===== src/rtl/spm_arbiter.sv =====
// Two-master arbiter for the single-port scratchpad: fixed m0 priority with a
// bounded-starvation override for m1, plus routing of 1-cycle read returns.
module spm_arbiter #(
  parameter int ADDR_W     = 12,
  parameter int DATA_W     = 32,
  parameter int STARVE_MAX = 4
) (
  input  logic              clk,
  input  logic              rst_n,
  input  logic              m0_req,
  input  logic [ADDR_W-1:0] m0_addr,
  input  logic              m0_rw,
  input  logic [DATA_W-1:0] m0_wr_data,
  output logic              m0_gnt,
  output logic [DATA_W-1:0] m0_rd_data,
  output logic              m0_rvalid,
  input  logic              m1_req,
  input  logic [ADDR_W-1:0] m1_addr,
  input  logic              m1_rw,
  input  logic [DATA_W-1:0] m1_wr_data,
  output logic              m1_gnt,
  output logic [DATA_W-1:0] m1_rd_data,
  output logic              m1_rvalid,
  output logic [ADDR_W-1:0] spm_addr,
  output logic              spm_as_,
  output logic              spm_rw,
  output logic [DATA_W-1:0] spm_wr_data,
  input  logic [DATA_W-1:0] spm_rd_data
);

  localparam logic       RW_READ    = 1'b1;
  localparam logic [3:0] STARVE_LIM = 4'(STARVE_MAX);

  logic [3:0] starve_cnt;
  logic       rd_pend;
  logic       rd_owner;
  logic       any_gnt;
  logic       rd_issue;

  always_comb begin
    m0_gnt = 1'b0;
    m1_gnt = 1'b0;
    if (rst_n) begin
      if (m0_req && m1_req) begin
        if (starve_cnt == STARVE_LIM) m1_gnt = 1'b1;
        else                          m0_gnt = 1'b1;
      end else begin
        m0_gnt = m0_req;
        m1_gnt = m1_req;
      end
    end
  end

  // Idle port keeps m0's address/data on the bus but never issues a write.
  always_comb begin
    any_gnt     = m0_gnt | m1_gnt;
    spm_as_     = ~any_gnt;
    spm_addr    = m1_gnt ? m1_addr    : m0_addr;
    spm_wr_data = m1_gnt ? m1_wr_data : m0_wr_data;
    if (m1_gnt)      spm_rw = m1_rw;
    else if (m0_gnt) spm_rw = m0_rw;
    else             spm_rw = RW_READ;
    rd_issue    = any_gnt && (spm_rw == RW_READ);
  end

  always_comb begin
    m0_rvalid  = rst_n && rd_pend && !rd_owner;
    m1_rvalid  = rst_n && rd_pend &&  rd_owner;
    m0_rd_data = m0_rvalid ? spm_rd_data : '0;
    m1_rd_data = m1_rvalid ? spm_rd_data : '0;
  end

  always_ff @(posedge clk) begin
    if (!rst_n) begin
      starve_cnt <= '0;
      rd_pend    <= 1'b0;
      rd_owner   <= 1'b0;
    end else begin
      if (m1_gnt || !m1_req)
        starve_cnt <= '0;
      else if (m0_gnt && starve_cnt != STARVE_LIM)
        starve_cnt <= starve_cnt + 4'd1;
      rd_pend <= rd_issue;
      if (rd_issue) rd_owner <= m1_gnt;
    end
  end

endmodule


===== config.mk =====
export PLATFORM = sky130hd
export DESIGN_NAME = spm_arbiter
export DESIGN_NICKNAME = d
export VERILOG_FILES = /design/src/rtl/spm_arbiter.sv
export SDC_FILE = /design/constraint.sdc
export NUM_CORES = 1
export LEC_CHECK = 0
export ABC_AREA = 0
export BUFFER_PORTS_ARGS = -buffer_cell sky130_fd_sc_hd__buf_2
export CAP_MARGIN = 20
export CORE_AREA = 2 2 94 96
export CTS_BUF_LIST = sky130_fd_sc_hd__clkbuf_8 sky130_fd_sc_hd__clkbuf_16
export CTS_CLUSTER_SIZE = 12
export DETAILED_ROUTE_END_ITERATION = 16
export DIE_AREA = 0 0 96 98
export HOLD_SLACK_MARGIN = 0.12
export RECOVER_POWER = 25
export SYNTH_ARGS = -nofsm -noshare
export SYNTH_HDL_FRONTEND = slang
export SYNTH_SLANG_ARGS = --single-unit

===== constraint.sdc =====
create_clock -name clk -period 2.9 [get_ports clk]
set_input_delay 0.29 -clock clk [delete_from_list [all_inputs] [get_ports clk]]
set_output_delay 0.29 -clock clk [all_outputs]
set_load 0.005 [all_outputs]

## Yosys cells after proc, flatten, opt, wreduce, memory -nomap -nowiden

Index checks and enable logic that the tools add are counted.

- Register bits after elaboration: 6
- Bits of input ports: 126
- Word-level logic and storage cells: 31
- Output and inout port bits: 114

- Eq/ne operators: 2
- Multiplexer cells: 12
- Bitwise operators: 3
- Add/subtract/negate cells: 1
- Reductions and logical operators: 10

Operators with widths:

| kind | number |
|---|---|
| $mux 32 | 3 |
| $mux 12 | 1 |
| $mux 1 | 8 |
| $logic_and 1x1->1 | 6 |
| $add 4x1->4 const B | 1 |
| $eq 4x3->1 const B | 1 |
| $ne 4x3->1 const B | 1 |
| $logic_not 1->1 | 2 |
| $not 1->1 | 2 |
| $reduce_or 2->1 | 1 |
| $logic_or 1x1->1 | 1 |
| $or 1x1->1 | 1 |

## Longest topological paths before layout

- Depth after elaboration: 7
- Gate-level depth with buffers: 7
- Gate-level depth less buffers: 5

## Least setup slack after synthesis

No wires, ideal clock.

- Path kind: flip-flop to output port
- From: register starve_cnt[0]
- To: output port spm_wr_data[15]
- Data arrival time: 1.445 ns
- Cell stages (with the launch flop): 8
- Setup slack: 1.165 ns
- Buffers on the path: 2
- Required time: 2.610 ns
- Cell sequence: dfxtp_1 -> inv_1 -> ha_1 -> nand3b_1 -> a21oi_2 -> buf_6 -> buf_6 -> mux2_1

- Longest elaborated chain between the ends: 5

RTL lines:

| item | RTL line | RTL |
|---|---|---|
| start, declared | 34 | `logic [3:0] starve_cnt;` |
| start signal, assigned | 82 | `starve_cnt <= starve_cnt + 4'd1;` |
| $eq 4x3->1 | 45 | `if (starve_cnt == STARVE_LIM) m1_gnt = 1'b1;` |
| $mux 1 | 45 |  |
| $mux 1 | 44 | `if (m0_req && m1_req) begin` |
| $mux 1 | 43 | `if (rst_n) begin` |
| $mux 32 | 59 | `spm_wr_data = m1_gnt ? m1_wr_data : m0_wr_data;` |
| end, declared | 27 | `output logic [DATA_W-1:0] spm_wr_data,` |

Every way passes these cells.

## Worst setup path after layout

Same ends and word-level chain as after synthesis.

==> key figures <==
Worst setup path
  • Crit path largest cell delay: ~490 ps
  • Critical Path, Cell by Cell: inv_1 -> ha_1 -> nand3b_1 -> a21oi_4 -> buf_4 -> mux2_1 -> buf_2
  • Max stage delay cell, worst path: buf_4
  • Setup CP Type: register to output port
  • Crit path max fanout: 48
  • Crit path launch type: register
  • Worst Path Arrival: between 2000 and 2500 ps
  • Critical Path RT: 2610 ps
  • Crit. End Element: output port

Place
  • Gpl congestion: approximately 0.78
  • DP Worst Slack: 674 ps
  • DP Cell Count: 491
  • Post-DP Area: 2540 um2
  • Buffers added on ports: 239
  • DPL Wire Length: 5140 um

Clock tree
  • Htree depth: 1
  • Num CTS Buffers: 3
  • CTS root buffer: clkbuf_8
  • PostCTS Resize Cnt: 0
  • CTS tree: done
  • Clock Path Buffers: 2
  • Clock sink count: 6
  • Clock slew at reported path FFs: 40 ps
  • Hold_buf cts: 0
  • Clock latency on the worst-skew pair: between 200 and 250 ps
  • Post-CTS Repair Setup Buffers: 0

Route
  • Routed Antenna Nets: 0
  • Final routed DRC violation total: 0
  • Wire per inst: 11.6 um
  • Drt via density: 4.01
  • Vias: 1982
  • WL final: 5720 um
  • First-pass DRT Iterations: 4
  • Initial DRC Count: 26

Cells and area
  • Synth-to-layout area growth: 104%
  • Finished Core Util: 30.4%
  • Post-route cell area: 2570 um2
  • N_diodes: 0
  • Fraction of layout cells with a size suffix above 1: approximately two thirds
  • Final std cells w/o fill: 494
  • Nets: 516

Die
  • Horiz. Die Dim: 96 um
  • Standard-cell rows: 34
  • Initial Util: between 10% and 20%
  • Ports: between 200 and 250
  • Die Area: 9410 um2
  • Die Y: 98 um
  • Core area: 8470 um2

Global route
  • GR Overflow Total: 0
  • Largest net degree at the start of global routing: 49
  • Initial antenna violation count: 0
  • Vias in the first global route: 1770
  • Global-route wire length before repair: 8210 um
  • Gr usage total: 11.1%

Power and ir drop
  • P_leak: 1.51 nW
  • Sw power: 0.129 mW
  • Worst VDD drop: ~0.00013 V
  • Gate power share: a little over half
  • Switching Share: 29.1%
  • Sequential group share of total power: 19.5%
  • Final Power: 0.445 mW
  • Pint: 0.315 mW
  • Clock Power Share: 28.0%
  • P per Cell Area: 173 nW/um2

Synthesis
  • Leading area contributor after synthesis: and2_1
  • Main area contributors after synthesis: and2_1 (32%), mux2_2 (25%), mux2_1 (14%)
  • Register bit total from synthesis: 6
  • Synth cell count leaders: and2_1 (64), mux2_2 (28), mux2_1 (16)
  • Post-synthesis cell count: 153
  • EDFF count, synth: 0
  • Asr flop ratio synth: 0%
  • Distinct cells, synth: 23
  • Syn_nets: 281
  • Post-Syn Area per Cell: just over 8 um2
  • Sequential fraction of the synthesis area: 9.51%
  • Primary FF master, synth: dfxtp_1
  • Count leader, synth: and2_1
  • Synth warnings: 0
  • Post-synth top area share: a little under a third
  • Mapped Area: 1260 um2

STA
  • Fin. Hold Viols: 0
  • Setup TNS: 0 ps
  • Rel. slew slack: approximately 29%
  • Post-layout min period: 2490 ps
  • Final hold slack: between 300 and 400 ps
  • Final setup skew: 1.84 ps
  • Least-Margin Pin Slew: 1070 ps
  • Final-report max-slew violation count: 0
  • Final worst slack: 415 ps
  • RSZ-0062 raised after global routing: no
  • Final setup vio count: 0
  • Fmax: 0.402 GHz
  • Final period util: between 80% and 90%

Min path
  • Worst min path class: input pin to register

Run
  • MaxCap Viol Count: 0

Run status
  • Status: complete, no violations
## power groups by stage
stage / combinational [mW] / sequential [mW] / clock, mW
4_1_cts: 0.238 / 0.0868 / 0.127
6_report: 0.234 / 0.0868 / 0.124
3_3_place_gp: 0.233 / 0.0879 / 0
2_1_floorplan: 0.0874 / 0.0877 / 0
5_1_grt: 0.259 / 0.0871 / 0.133
3_5_place_dp: 0.236 / 0.0880 / 0
## cell families after synthesis
family / count (synthesis) / share of synthesized area (%)
AOI/OAI and AO/OA: 5 / 3.17
buffers and inverters: 16 / 7.14
muxes: 44 / 39.2
DFF: 6 / 9.51
adders and majority gates: 2 / 1.98
and+or+nand+nor: 78 / 37.6
xor gates and xnor gates: 2 / 1.39
## layout make-up
type                       instances  area (um2)
inverter                           5        18.8
multi-input combinational        131        1060
tap                              108         135
clock buffer                       3        41.3
timing repair buffer             241        1200
sequential                         6         120
fill                             910        5890
## sequential cells by signal, indices dropped and copies added (netlist names)
| name | count |
|---|---|
| starve_cnt | 4 |
| rd_owner | 1 |
| rd_pend | 1 |
## routing by layer
| metal | part of all wire (%) | global-route usage (%) |
|---|---|---|
| met5 | 0 | 0 |
| met4 | 1.1 | 3.30 |
| met3 | 11 | 1.23 |
| met2 | 48 | 20.2 |
| met1 | 40 | 13.5 |
## placed cells by master, fill, tap and decap left out, drive strengths merged
| master | count |
|---|---|
| inv | 5 |
| nand4b | 1 |
| buf | 232 |
| a32o | 1 |
| dfxtp | 6 |
| xor2 | 1 |
| and3 | 2 |
| nor3 | 4 |
| and2 | 64 |
| xnor2 | 1 |
| ha | 2 |
| a22oi | 1 |
| nor2 | 1 |
| nand3b | 1 |
| o21ai | 1 |
| mux2 | 44 |
| a21oi | 1 |
| nand3 | 2 |
| nand2 | 3 |
| a22o | 1 |
| clkbuf | 12 |
## worst paths after layout
check	start	to	slack, ps	depth (start not counted)
max	starve_cnt[0]	spm_wr_data[15]	410	7
min	m1_rw	rd_owner	320	2
max reg2reg	starve_cnt[0]	rd_pend	1240	6
min reg2reg	starve_cnt[0]	starve_cnt[0]	500	1
## worst max-delay path: cells and delay by family (launching register included)
kind	cells	cell delay [ps]
AOI/OAI and AO/OA	1	170
adders and majority gates	1	160
and+or+nand+nor	1	150
buffers and inverters	3	700
DFF	1	330
muxes	1	420
(Power assumes the default switching activity.)
